File: src/rtl/sm_mem_arbiter_2to1.sv
// sm_mem_arbiter_2to1
//
// Shares one single-port test-memory request/response interface between two
// requesters (for example an instruction port and a data port). Requests are
// arbitrated round-robin and passed through unmodified, opaque field included.
// Responses are routed back to the issuing requester using an in-order FIFO of
// requester IDs. This relies on the memory returning responses in request order.
//
// Message layout, MSB first:
//   request  : type(1) | opaque(o) | addr(a) | len(clog2(d/8)) | data(d)
//   response : type(1) | opaque(o) | len(clog2(d/8)) | data(d)
// The block never decodes any field; the layout only fixes the widths.
//
// Ports:
//   clk, reset                   clock; synchronous, active-low reset
//   req{0,1}_val/rdy/msg         requester request channels (inbound)
//   resp{0,1}_val/rdy/msg        requester response channels (outbound)
//   memreq_val/rdy/msg           granted request towards memory
//   memresp_val/rdy/msg          response from memory
//   outstanding                  current ID-FIFO occupancy (in-flight requests)
//
// Handshake semantics (all channels): a transfer happens on a rising clk edge
// where val and rdy are both 1. A producer holds val and msg stable until the
// transfer. This block's outbound val/rdy may depend combinationally on
// inbound val/rdy (zero-latency arbitration), but no response-side signal
// feeds the request side, so there is no resp->req combinational path.
//
// p_max_outstanding must be a power of two >= 2 so that the FIFO pointers
// wrap naturally.

module sm_mem_arbiter_2to1 #(
  parameter int p_opaque_nbits    = 8,
  parameter int p_addr_nbits      = 32,
  parameter int p_data_nbits      = 32,
  parameter int p_max_outstanding = 4,
  localparam int c_len_nbits  = $clog2(p_data_nbits / 8),
  localparam int c_req_nbits  = 1 + p_opaque_nbits + p_addr_nbits + c_len_nbits + p_data_nbits,
  localparam int c_resp_nbits = 1 + p_opaque_nbits + c_len_nbits + p_data_nbits,
  localparam int c_cnt_nbits  = $clog2(p_max_outstanding) + 1
) (
  input  logic                    clk,
  input  logic                    reset,

  input  logic                    req0_val,
  output logic                    req0_rdy,
  input  logic [c_req_nbits-1:0]  req0_msg,

  input  logic                    req1_val,
  output logic                    req1_rdy,
  input  logic [c_req_nbits-1:0]  req1_msg,

  output logic                    resp0_val,
  input  logic                    resp0_rdy,
  output logic [c_resp_nbits-1:0] resp0_msg,

  output logic                    resp1_val,
  input  logic                    resp1_rdy,
  output logic [c_resp_nbits-1:0] resp1_msg,

  output logic                    memreq_val,
  input  logic                    memreq_rdy,
  output logic [c_req_nbits-1:0]  memreq_msg,

  input  logic                    memresp_val,
  output logic                    memresp_rdy,
  input  logic [c_resp_nbits-1:0] memresp_msg,

  output logic [c_cnt_nbits-1:0]  outstanding
);

  localparam int c_ptr_nbits = $clog2(p_max_outstanding);
  localparam logic [c_cnt_nbits-1:0] c_max = c_cnt_nbits'(p_max_outstanding);

  // Round-robin pointer: the requester that wins when both are valid.
  logic                   prio;
  logic [c_ptr_nbits-1:0] wr_ptr;
  logic [c_ptr_nbits-1:0] rd_ptr;
  logic [c_cnt_nbits-1:0] count;
  logic                   id_fifo [p_max_outstanding];

  logic can_issue;
  logic grant0;
  logic grant1;
  logic has_head;
  logic head_id;
  logic issue_fire;
  logic resp_fire;

  always_comb begin
    // can_issue looks at the pre-pop count on purpose: a full FIFO blocks
    // issue even when a response pops in the same cycle.
    can_issue   = reset && (count < c_max);

    grant0      = req0_val && (!req1_val || !prio);
    grant1      = req1_val && (!req0_val ||  prio);

    memreq_val  = can_issue && (req0_val || req1_val);
    memreq_msg  = '0;
    if (grant0) begin
      memreq_msg = req0_msg;
    end else if (grant1) begin
      memreq_msg = req1_msg;
    end
    req0_rdy    = can_issue && grant0 && memreq_rdy;
    req1_rdy    = can_issue && grant1 && memreq_rdy;

    // Head of the ID FIFO names the requester owning the next response.
    has_head    = reset && (count != '0);
    head_id     = id_fifo[rd_ptr];

    resp0_val   = has_head && !head_id && memresp_val;
    resp1_val   = has_head &&  head_id && memresp_val;
    resp0_msg   = (has_head && !head_id) ? memresp_msg : '0;
    resp1_msg   = (has_head &&  head_id) ? memresp_msg : '0;
    memresp_rdy = has_head && (head_id ? resp1_rdy : resp0_rdy);

    outstanding = reset ? count : '0;
  end

  assign issue_fire = memreq_val && memreq_rdy;
  assign resp_fire  = memresp_val && memresp_rdy;

  always_ff @(posedge clk) begin
    if (!reset) begin
      prio   <= 1'b0;
      wr_ptr <= '0;
      rd_ptr <= '0;
      count  <= '0;
      for (int i = 0; i < p_max_outstanding; i++) begin
        id_fifo[i] <= 1'b0;
      end
    end else begin
      if (issue_fire) begin
        // Exactly one grant is active on a fire, so grant1 is the issued ID.
        id_fifo[wr_ptr] <= grant1;
        wr_ptr          <= wr_ptr + 1'b1;
        prio            <= !grant1;
      end
      if (resp_fire) begin
        rd_ptr <= rd_ptr + 1'b1;
      end
      case ({issue_fire, resp_fire})
        2'b10:   count <= count + 1'b1;
        2'b01:   count <= count - 1'b1;
        default: count <= count;
      endcase
    end
  end

  // Inputs must be known outside reset.
  a_no_x_inputs: assert property (@(posedge clk) disable iff (!reset)
    !$isunknown({req0_val, req1_val, resp0_rdy, resp1_rdy, memreq_rdy, memresp_val}));

  // A memory response with no request in flight is a protocol error; it is
  // not consumed (memresp_rdy stays 0).
  a_no_orphan_resp: assert property (@(posedge clk) disable iff (!reset)
    !(memresp_val && (count == '0)));

endmodule

File: config.mk
export PLATFORM = sky130hd
export DESIGN_NAME = sm_mem_arbiter_2to1
export DESIGN_NICKNAME = d
export VERILOG_FILES = /design/src/rtl/sm_mem_arbiter_2to1.sv
export SDC_FILE = /design/constraint.sdc
export NUM_CORES = 1
export LEC_CHECK = 0
export CAP_MARGIN = 20
export CELL_PAD_IN_SITES_DETAIL_PLACEMENT = 1
export CELL_PAD_IN_SITES_GLOBAL_PLACEMENT = 1
export CORE_AREA = 2 2 145 147
export DETAILED_ROUTE_END_ITERATION = 10
export DIE_AREA = 0 0 147 149
export GPL_TIMING_DRIVEN = 1
export PLACE_DENSITY_LB_ADDON = 0.1
export SLEW_MARGIN = 20
export SYNTH_ARGS = -nofsm -noshare
export SYNTH_HDL_FRONTEND = slang
export SYNTH_SLANG_ARGS = --single-unit
File: constraint.sdc
create_clock -name clk -period 5.1 [get_ports clk]
set_input_delay 0.765 -clock clk [delete_from_list [all_inputs] [get_ports clk]]
set_output_delay 0.765 -clock clk [all_outputs]
set_load 0.01 [all_outputs]
==> flow_summary.toml <==
[status]
status = "finished clean"

[worst_setup_path]
rr_endpoint = "count[2]"
path_delay_family = "buffers and inverters"
slowest_delay_ns = 0.56
crit_slowest_cell = "o31a_2"
crit_fanout = 30
reg2reg_slack_ns = 1.86
startpoint_type = "input pin"
r2r_cells = 9
worstPathRequired_ns = 4.34
crit_buf_inv = 4
crit_type = "input pin to primary output"
end_kind = "primary output"
cp.arrival_ns = 3.07
path_cells = "clkdlybuf4s50_1 -> buf_4 -> o31a_2 -> buf_4 -> nand2_1 -> nor2_1 -> clkdlybuf4s50_1"

[pwr]
power.leakage_nw = 2.31
peakVddDrop_mv = 0.0747
p_clk_share_pct = 21.1
power_mw = 0.778
seqPwrFrac_pct = 15.6
p_per_area_nw_per_um2 = 127
p_comb_share_pct = 63.3
swShare_pct = 29.9
p_int_mw = 0.546
p_sw_mw = 0.233

[run]
max-cap-violations = 0

[yosys]
ys_types = 36
yosys.area.top_type_share_pct = 32.7
netlist_instances = 315
ys_warn_count = 0
async_reset_ff_share_pct = 0
synth_nets = 518
syn-cell-area_sq_um = 2010
synth_common_cells = "90 x nor2_1, 75 x a22o_1, 53 x nand2_1, 28 x clkbuf_1, 13 x dfxtp_1"
yosys.area.top_type = "a22o_1"
synth_area_leaders = "a22o_1 33%, nor2_1 17%, dfxtp_1 13%"
ys.flop_type = "dfxtp_1"
synth.yosys.seq_area_share_pct = 14.5
synth_edf_count = 1
ys_seq_elements = 14
avgSynthCellArea_sq_um = 6.37
synth_most_common_cell = "nor2_1"

[sta]
skew_ns = 0.00351
finalHoldViolations = 0
max_freq_mhz = 261
tightest_slew_ns = 0.899
finalSetupViolations = 0
rsz0062_at_grt = "no"
timing.final.ws_setup_ns = 1.26
drv_slew = 0
slew_headroom_pct = 40.1
whs_ns = 0.462
fin_tns_setup_ns = 0
period_share_pct = 75.2
period_needed_ns = 3.84

[clock_tree]
cts_tree = "yes"
post-cts-setup-buffers = 0
numClockSinks = 14
cts_max_level = 1
cts_resized = 0
clk_path_buf_depth = 2
numCtsBuffers = 3
cts_hold_buffers = 0
path_clk_slew_ns = 0.05
root_buffer = "clkbuf_16"
clock_latency_ns = 0.24

[routing]
ant_nets = 0
routedWlPerCell_microns = 17.6
first_iter_violations = 60
drc = 0
num_vias = 3732
viasPerCell = 3.97
dr.pass1.iters = 4
drt_wl_total_microns = 16600

[cells_and_area]
final_nets = 867
fillCellCount = 2422
layout-drive-gt1-share_pct = 2.71
syn_to_final_growth_pct = 206

[global_route]
grt_first_pass_wirelength_microns = 23400
grt_max_degree = 77
antenna_found_initial = 2
grt_remaining_overflow = 0
first_global_vias = 3986
grt.total_usage_pct = 13.7

[floorplanning]
rows = 53
core_sq_um = 20600
dieArea_sq_um = 21900
die_x_microns = 147
die-height_microns = 149
ios = 371
start_util_pct = 9.76

[place]
post-place-ws_ns = 1.18
hpwl_microns = 13900
portBuffers = 370
gp_congestion = 0.766

[hold_path]
min_path_cells = 1
hold_start = "rd_ptr[1]"
hp-class = "flop to flop"
cells by family after synthesis:
group,synth area share (%)
and+or+nand+nor,32.6
AOI/OAI and AO/OA,36.9
buffers and inverters,7.73
DFF,14.5
muxes,5.36
xor gates and xnor gates,1.31
adders and majority gates,1.62
cells in the final DEF, fill, tap and decap left out, drive strengths merged, types with 2 or more instances in the layout:
| master | count |
|---|---|
| diode | 2 |
| inv | 7 |
| clkdlybuf4s50 | 370 |
| xor2 | 2 |
| dfxtp | 13 |
| nor2 | 91 |
| and2 | 7 |
| nor2b | 2 |
| nor3b | 3 |
| nand2 | 53 |
| a22o | 75 |
| clkbuf | 4 |
| mux2i | 7 |
| a21boi | 3 |
| o21ai | 4 |
| buf | 6 |
power by group through the flow:
stage | Sequential, mW | Combinational (mW) | Clock, mW
2_1_floorplan | 0.121 | 0.159 | 0
3_3_place_gp | 0.123 | 0.491 | 0
3_5_place_dp | 0.123 | 0.495 | 0
4_1_cts | 0.121 | 0.500 | 0.168
5_1_grt | 0.122 | 0.528 | 0.175
6_report | 0.121 | 0.492 | 0.165
final cells by class:
class                   instances  area (sq um)  share of cell area, %
diodes                          2          5.00                 0.0816
repair buffers                376          3780                   61.7
inverters                       7          26.3                  0.428
flip-flops and latches         14           290                   4.73
multi-input cells             262          1600                   26.0
clock buffers                   4          88.8                   1.45
well taps                     275           344                   5.61
per-layer routing:
layer,GRT usage [%],wire (microns)
met1,13.7,5770
met2,25.9,8400
met3,6.91,2200
met4,2.55,180
met5,0,0
metrics by stage:
step	std cells	cell area (sq um)	utilization [%]
after global routing	939	6130	29.8
after CTS	938	6130	29.8
after detailed placement	934	6040	29.4
after global placement	933	6010	29.2
after floorplan	315	2010	-
final	940	6130	29.8
worst max path at each step:
stage / start / endpoint / slack, ns / cells after the start
after CTS: reset / resp1_msg[40] / 1.15 / 7
final: reset / resp1_msg[40] / 1.26 / 7
after floorplan: reset / count[2] / 2.24 / 11
after global routing: reset / resp1_msg[40] / 1.05 / 7
after global placement: reset / resp0_msg[22] / 1.23 / 7
after detailed placement: reset / resp1_msg[40] / 1.18 / 7
No activity file was read; power rests on OpenSTA's default activity.
